[config.mk]
export PLATFORM = sky130hd
export DESIGN_NAME = writeback_regfile_flat
export DESIGN_NICKNAME = d
export VERILOG_FILES = /design/src/rtl/writeback_regfile_if.sv /design/src/rtl/writeback_regfile.sv /design/src/flat_wrapper.sv
export SDC_FILE = /design/constraint.sdc
export NUM_CORES = 2
export LEC_CHECK = 0
export CORE_ASPECT_RATIO = 0.75
export CORE_MARGIN = 3
export CORE_UTILIZATION = 50
export CTS_CLUSTER_SIZE = 30
export DETAILED_ROUTE_END_ITERATION = 8
export PLACE_DENSITY = 0.76
export SYNTH_ARGS = -nofsm -noshare
export SYNTH_HDL_FRONTEND = slang
export SYNTH_SLANG_ARGS = --single-unit
[constraint.sdc]
create_clock -name clk -period 4.1 [get_ports clk]
set_clock_uncertainty 0.2 [all_clocks]
set_input_delay 1.025 -clock clk [delete_from_list [all_inputs] [get_ports clk]]
set_output_delay 1.025 -clock clk [all_outputs]
set_load 0.02 [all_outputs]
[src/rtl/writeback_regfile_if.sv]
// Writeback-stage bus for the register file: WB-stage data/control in,
// read-port addresses in, read data and writeback status out.
interface writeback_regfile_if #(
    parameter int DATA_W = 32
);
    logic [DATA_W-1:0] in_ALUResult;
    logic [DATA_W-1:0] in_MemoryData;
    logic [DATA_W-1:0] in_PCOrBranch;
    logic [4:0]        in_WriteRegister;
    logic              in_CtrlRegWrite;
    logic              in_CtrlALUOrMem;
    logic              in_CtrlALUMemOrPC;
    logic              in_CtrlRegisterOrPC;
    logic [4:0]        in_ReadReg1;
    logic [4:0]        in_ReadReg2;
    logic [DATA_W-1:0] out_ReadData1;
    logic [DATA_W-1:0] out_ReadData2;
    logic [DATA_W-1:0] out_WBData;
    logic [4:0]        out_WBRegister;
    logic              out_WBValid;
    logic [15:0]       out_WriteCount;

    modport master (
        output in_ALUResult, in_MemoryData, in_PCOrBranch, in_WriteRegister,
               in_CtrlRegWrite, in_CtrlALUOrMem, in_CtrlALUMemOrPC,
               in_CtrlRegisterOrPC, in_ReadReg1, in_ReadReg2,
        input  out_ReadData1, out_ReadData2, out_WBData, out_WBRegister,
               out_WBValid, out_WriteCount
    );

    modport slave (
        input  in_ALUResult, in_MemoryData, in_PCOrBranch, in_WriteRegister,
               in_CtrlRegWrite, in_CtrlALUOrMem, in_CtrlALUMemOrPC,
               in_CtrlRegisterOrPC, in_ReadReg1, in_ReadReg2,
        output out_ReadData1, out_ReadData2, out_WBData, out_WBRegister,
               out_WBValid, out_WriteCount
    );
endinterface

[src/rtl/writeback_regfile.sv]
// 32-entry register file with writeback mux, write-through read bypass,
// registered writeback status and a wrapping commit counter.
module writeback_regfile #(
    parameter int                DATA_W  = 32,
    parameter logic [DATA_W-1:0] SP_INIT = 32'h7FFF_EFFC
) (
    input logic                clk,
    input logic                reset,
    writeback_regfile_if.slave bus
);
    logic [DATA_W-1:0] regs_reg [32];
    logic [DATA_W-1:0] wb_data_reg;
    logic [4:0]        wb_register_reg;
    logic              wb_valid_reg;
    logic [15:0]       write_count_reg;

    logic [DATA_W-1:0] wr_data_next;
    logic [4:0]        wr_dest_next;
    logic              commit_next;

    logic [4:0]        rd_addr [2];
    logic [DATA_W-1:0] rd_data [2];

    always_comb begin
        wr_data_next = bus.in_ALUResult;
        if (bus.in_CtrlALUMemOrPC) begin
            wr_data_next = bus.in_PCOrBranch;
        end else if (bus.in_CtrlALUOrMem) begin
            wr_data_next = bus.in_MemoryData;
        end
        wr_dest_next = bus.in_CtrlRegisterOrPC ? 5'd31 : bus.in_WriteRegister;
        // Reset masks the commit so it also suppresses the read bypass.
        commit_next  = bus.in_CtrlRegWrite && !reset && (wr_dest_next != 5'd0);
    end

    assign rd_addr[0] = bus.in_ReadReg1;
    assign rd_addr[1] = bus.in_ReadReg2;

    generate
        for (genvar gi = 0; gi < 2; gi++) begin : g_read_port
            always_comb begin
                rd_data[gi] = regs_reg[rd_addr[gi]];
                if (rd_addr[gi] == 5'd0) begin
                    rd_data[gi] = '0;
                end else if (commit_next && (rd_addr[gi] == wr_dest_next)) begin
                    rd_data[gi] = wr_data_next;
                end
            end
        end
    endgenerate

    assign bus.out_ReadData1 = rd_data[0];
    assign bus.out_ReadData2 = rd_data[1];

    always_ff @(posedge clk) begin
        if (reset) begin
            for (int i = 0; i < 32; i++) begin
                regs_reg[i] <= (i == 29) ? SP_INIT : '0;
            end
        end else if (commit_next) begin
            regs_reg[wr_dest_next] <= wr_data_next;
        end
    end

    always_ff @(posedge clk) begin
        if (reset) begin
            wb_data_reg     <= '0;
            wb_register_reg <= '0;
            wb_valid_reg    <= 1'b0;
            write_count_reg <= '0;
        end else begin
            wb_valid_reg <= commit_next;
            if (commit_next) begin
                wb_data_reg     <= wr_data_next;
                wb_register_reg <= wr_dest_next;
                write_count_reg <= write_count_reg + 16'd1;
            end
        end
    end

    assign bus.out_WBData     = wb_data_reg;
    assign bus.out_WBRegister = wb_register_reg;
    assign bus.out_WBValid    = wb_valid_reg;
    assign bus.out_WriteCount = write_count_reg;
endmodule

[src/flat_wrapper.sv]
// flat-port wrapper written by rule: the top's interface ports become plain ports
module writeback_regfile_flat 
#(
    parameter int                DATA_W  = 32,
    parameter logic [DATA_W-1:0] SP_INIT = 32'h7FFF_EFFC
)
  (clk, reset, bus_in_ALUResult, bus_in_MemoryData, bus_in_PCOrBranch, bus_in_WriteRegister, bus_in_CtrlRegWrite, bus_in_CtrlALUOrMem, bus_in_CtrlALUMemOrPC, bus_in_CtrlRegisterOrPC, bus_in_ReadReg1, bus_in_ReadReg2, bus_out_ReadData1, bus_out_ReadData2, bus_out_WBData, bus_out_WBRegister, bus_out_WBValid, bus_out_WriteCount);
  writeback_regfile_if #(.DATA_W(DATA_W)) bus_i ();
  input logic clk;
  input logic reset;
  input wire logic [$bits(bus_i.in_ALUResult)-1:0] bus_in_ALUResult;
  input wire logic [$bits(bus_i.in_MemoryData)-1:0] bus_in_MemoryData;
  input wire logic [$bits(bus_i.in_PCOrBranch)-1:0] bus_in_PCOrBranch;
  input wire logic [$bits(bus_i.in_WriteRegister)-1:0] bus_in_WriteRegister;
  input wire logic [$bits(bus_i.in_CtrlRegWrite)-1:0] bus_in_CtrlRegWrite;
  input wire logic [$bits(bus_i.in_CtrlALUOrMem)-1:0] bus_in_CtrlALUOrMem;
  input wire logic [$bits(bus_i.in_CtrlALUMemOrPC)-1:0] bus_in_CtrlALUMemOrPC;
  input wire logic [$bits(bus_i.in_CtrlRegisterOrPC)-1:0] bus_in_CtrlRegisterOrPC;
  input wire logic [$bits(bus_i.in_ReadReg1)-1:0] bus_in_ReadReg1;
  input wire logic [$bits(bus_i.in_ReadReg2)-1:0] bus_in_ReadReg2;
  output wire logic [$bits(bus_i.out_ReadData1)-1:0] bus_out_ReadData1;
  output wire logic [$bits(bus_i.out_ReadData2)-1:0] bus_out_ReadData2;
  output wire logic [$bits(bus_i.out_WBData)-1:0] bus_out_WBData;
  output wire logic [$bits(bus_i.out_WBRegister)-1:0] bus_out_WBRegister;
  output wire logic [$bits(bus_i.out_WBValid)-1:0] bus_out_WBValid;
  output wire logic [$bits(bus_i.out_WriteCount)-1:0] bus_out_WriteCount;
  assign bus_i.in_ALUResult = bus_in_ALUResult;
  assign bus_i.in_MemoryData = bus_in_MemoryData;
  assign bus_i.in_PCOrBranch = bus_in_PCOrBranch;
  assign bus_i.in_WriteRegister = bus_in_WriteRegister;
  assign bus_i.in_CtrlRegWrite = bus_in_CtrlRegWrite;
  assign bus_i.in_CtrlALUOrMem = bus_in_CtrlALUOrMem;
  assign bus_i.in_CtrlALUMemOrPC = bus_in_CtrlALUMemOrPC;
  assign bus_i.in_CtrlRegisterOrPC = bus_in_CtrlRegisterOrPC;
  assign bus_i.in_ReadReg1 = bus_in_ReadReg1;
  assign bus_i.in_ReadReg2 = bus_in_ReadReg2;
  assign bus_out_ReadData1 = bus_i.out_ReadData1;
  assign bus_out_ReadData2 = bus_i.out_ReadData2;
  assign bus_out_WBData = bus_i.out_WBData;
  assign bus_out_WBRegister = bus_i.out_WBRegister;
  assign bus_out_WBValid = bus_i.out_WBValid;
  assign bus_out_WriteCount = bus_i.out_WriteCount;
  writeback_regfile #(.DATA_W(DATA_W), .SP_INIT(SP_INIT)) u_core (.clk(clk), .reset(reset), .bus(bus_i));
endmodule
==> results.toml <==
[status]
status = "finished, violations left"
failed_checks = "setup timing"

[sta]
holdWs_ns = 0.287
fin_crit_ns = 4.59
setup_violations = 64
setup_tns_ns = -19.81
maxSlewHeadroom_pct = 35.6
finalHoldViolCount = 0
report.final.slew_viol_count = 0
fmax_mhz = 218
period_share_pct = 112
rsz0062_at_grt = "yes"
postLayoutSetupSlackWorst_ns = -0.487
tightest_slew_ns = 0.966

[worst_setup_path]
cp_data_required_time_ns = 2.87
critPathMaxFanout = 6
crit_type = "in -> out"
critPathCaptureType = "output pin"
startpoint_type = "input pin"
reg2regPathDepth = 7
crit_arrival_ns = 3.36

[cells_and_area]
finalNetCount = 4898
seq_area_mm2 = 0.0318
largest_reg_flops = 1024
areaGrowthSynthToFinish_pct = 29.7
stdcell_count = 6314
final_cell_area_mm2 = 0.0723
utilization_pct = 65.7
fill_cells = 7152
drive_above_1_share_pct = 37.9
multi_input_area_mm2 = 0.0240

[place]
gp_congestion = 1.03
hpwl_mm = 147
pre_cts_ws_ns = -1.34
dp.cells = 5942
port_buffers = 234
placed_area_mm2 = 0.0649

[flow_run]
maxCapViolCount = 0

[die]
ios = 235
die_w_um = 391
start_util_pct = 50.7
die_area_mm2 = 0.116
die_h_um = 295
row_count = 105
core_mm2 = 0.110

[pwr]
ir_worst_vdd_mv = 0.407
total_power_mw = 28.3
p_per_area_mw_per_mm2 = 392
p_leak_nw = 26.3

[yosys]
ys_async_sr_fraction_pct = 0
yosysSeqAreaShare_pct = 57.1
syn_inst = 4049
synth_area_mm2 = 0.0557
synth_cell_types = 58
synth_ff_type = "edfxtp_1"
synth_edf_count = 1024
syn_avg_cell_area_um2 = 13.8
yosys_warnings = 0
ys_seq_elements = 1078

[routing]
drt_iter0_markers = 9336
firstDrtPassIters = 8
routedWlPerCell_um = 37.3
vias_per_cell = 7.23
vias = 45700
wirelength_mm = 236
ant_nets = 0
drc_errors = 0

[clocking]
clk_path_buf_depth = 3
cts_tree = "built"
numClockSinks = 1078
numCtsBuffers = 100
cts.clk_slew.worst_paths_ns = 0.07
insertion_delay_ns = 0.73
root_buffer = "clkbuf_16"
htree_levels = 3

[global_routing]
grt_usage_pct = 38.9
antenna_found_initial = 5
grt_overflow = 0
grt_start_max_net_pins = 67
grt_pass1_vias = 43700
grt_pass1_wl_mm = 316

[min_path]
hp-class = "reg -> reg"
hold_depth = 2
-- cells by family (layout without fill, tap and decap cells) --
group	Yosys count	in the layout	synth area share [%]
buffers and inverters	424	1207	3.55
AOI/OAI and AO/OA	343	343	4.12
muxes	720	720	24.2
DFF	1078	1078	57.1
xor gates and xnor gates	21	21	0.330
and+or+nand+nor	1461	1462	10.6
adders and majority gates	1	1	0.0224
other	1	38	0.00673
-- critical path, stage by stage --
cell and delay, ns:
buf_6 0.09, or4_4 0.54, o31ai_4 0.32, inv_2 0.08
nand4_1 0.13, buf_6 0.14, buf_12 0.14, buf_12 0.11
buf_8 0.11, nor2b_4 0.04, a211oi_4 0.34, buf_6 0.17
buf_6 0.11
-- final timing paths --
path | from | slack (ns) | end
max reg2reg | u_core.bus.out_WriteCount[0] | 2.27 | u_core.bus.out_WriteCount[12]
min | u_core.bus.out_WBData[17] | 0.29 | u_core.bus.out_WBData[17]
max | bus_in_WriteRegister[2] | -0.49 | bus_out_ReadData2[30]
min reg2reg | u_core.bus.out_WBData[17] | 0.29 | u_core.bus.out_WBData[17]
-- cell usage in the layout (no fill, tap or decap), types with 12 or more instances in the layout --
cell and n:
dfxtp_1 54, mux4_2 500, nor3_4 25, nand3_1 33, nand2b_1 14, o21ai_0 21, nand2_1 110, buf_4 529
o22ai_1 45, a21oi_2 14, clkinv_1 17, a211oi_4 23, o21ai_1 13, buf_12 152, o22ai_2 12, buf_16 27
a211oi_2 15, a21oi_4 24, clkbuf_1 15, conb_1 32, clkdlybuf4s50_1 150, a22oi_1 12, nand4_1 14, clkinv_2 23
nand2_2 34, clkbuf_16 114, mux2_2 19, xor2_1 14, buf_6 110, nand2b_2 31, buf_8 23, nor2_1 1099
a21oi_1 67, edfxtp_1 1024, mux2i_1 185, o221ai_1 15
-- area by class of cell --
| cell class | instances | share of cell area [%] |
|---|---|---|
| multi-input combinational | 2579 | 33.2 |
| tap | 1444 | 2.50 |
| timing repair buffer | 1016 | 15.6 |
| clock buffer | 121 | 3.72 |
| sequential | 1078 | 44.0 |
| clock inverter | 65 | 0.902 |
| antenna | 6 | 0.0208 |
| inverter | 5 | 0.0294 |
-- metal layers --
layer | track usage, % | routed length, um | up-vias
met4 | 22.8 | 20000 | 6
met5 | 0 | 57 | -
met3 | 20.7 | 49100 | 1402
met1 | 48.9 | 71300 | 22000
met2 | 53.5 | 95200 | 5432
li1 | - | - | 16800
-- where the power goes --
part           total [mW]  internal [mW]  switching, mW
Combinational        5.52           2.47           3.05
Sequential           13.0           12.6          0.354
Clock                9.84           5.38           4.45
Total                28.3           20.5           7.86
-- Yosys cell counts (5+ instances only) --
master	count	area [um^2]
edfxtp_1	1024	30700
buf_2	86	430
buf_1	19	71.3
nand4_1	14	87.6
dfxtp_1	54	1080
and3_1	7	43.8
a31oi_1	6	37.5
o2111ai_1	5	43.8
nor2b_1	22	138
nand2b_1	46	288
a221oi_1	12	105
nand3_1	38	190
and2_1	6	37.5
nand2_1	145	544
o221ai_1	18	158
a211oi_2	19	238
a22o_1	11	96.3
and4_1	12	105
nor3_1	46	230
buf_4	38	285
buf_6	18	203
mux4_2	500	11300
xnor2_1	7	61.3
a22oi_1	12	90.1
o22ai_1	64	400
mux2i_1	200	2000
a211oi_1	25	188
or2_2	8	50.1
clkbuf_1	258	968
a21oi_1	105	526
o21ai_0	48	240
nor2_1	1111	4170
mux2_2	20	225
xor2_1	14	123
-- repair_timing --
action,4_1_cts,5_1_grt
setup endpoints to repair,64,65
cloned,9,10
gates resized for setup,561,187
hold buffers,0,0
pin swaps,61,49
setup buffers,86,91
Power figures use the tool's default switching activity.
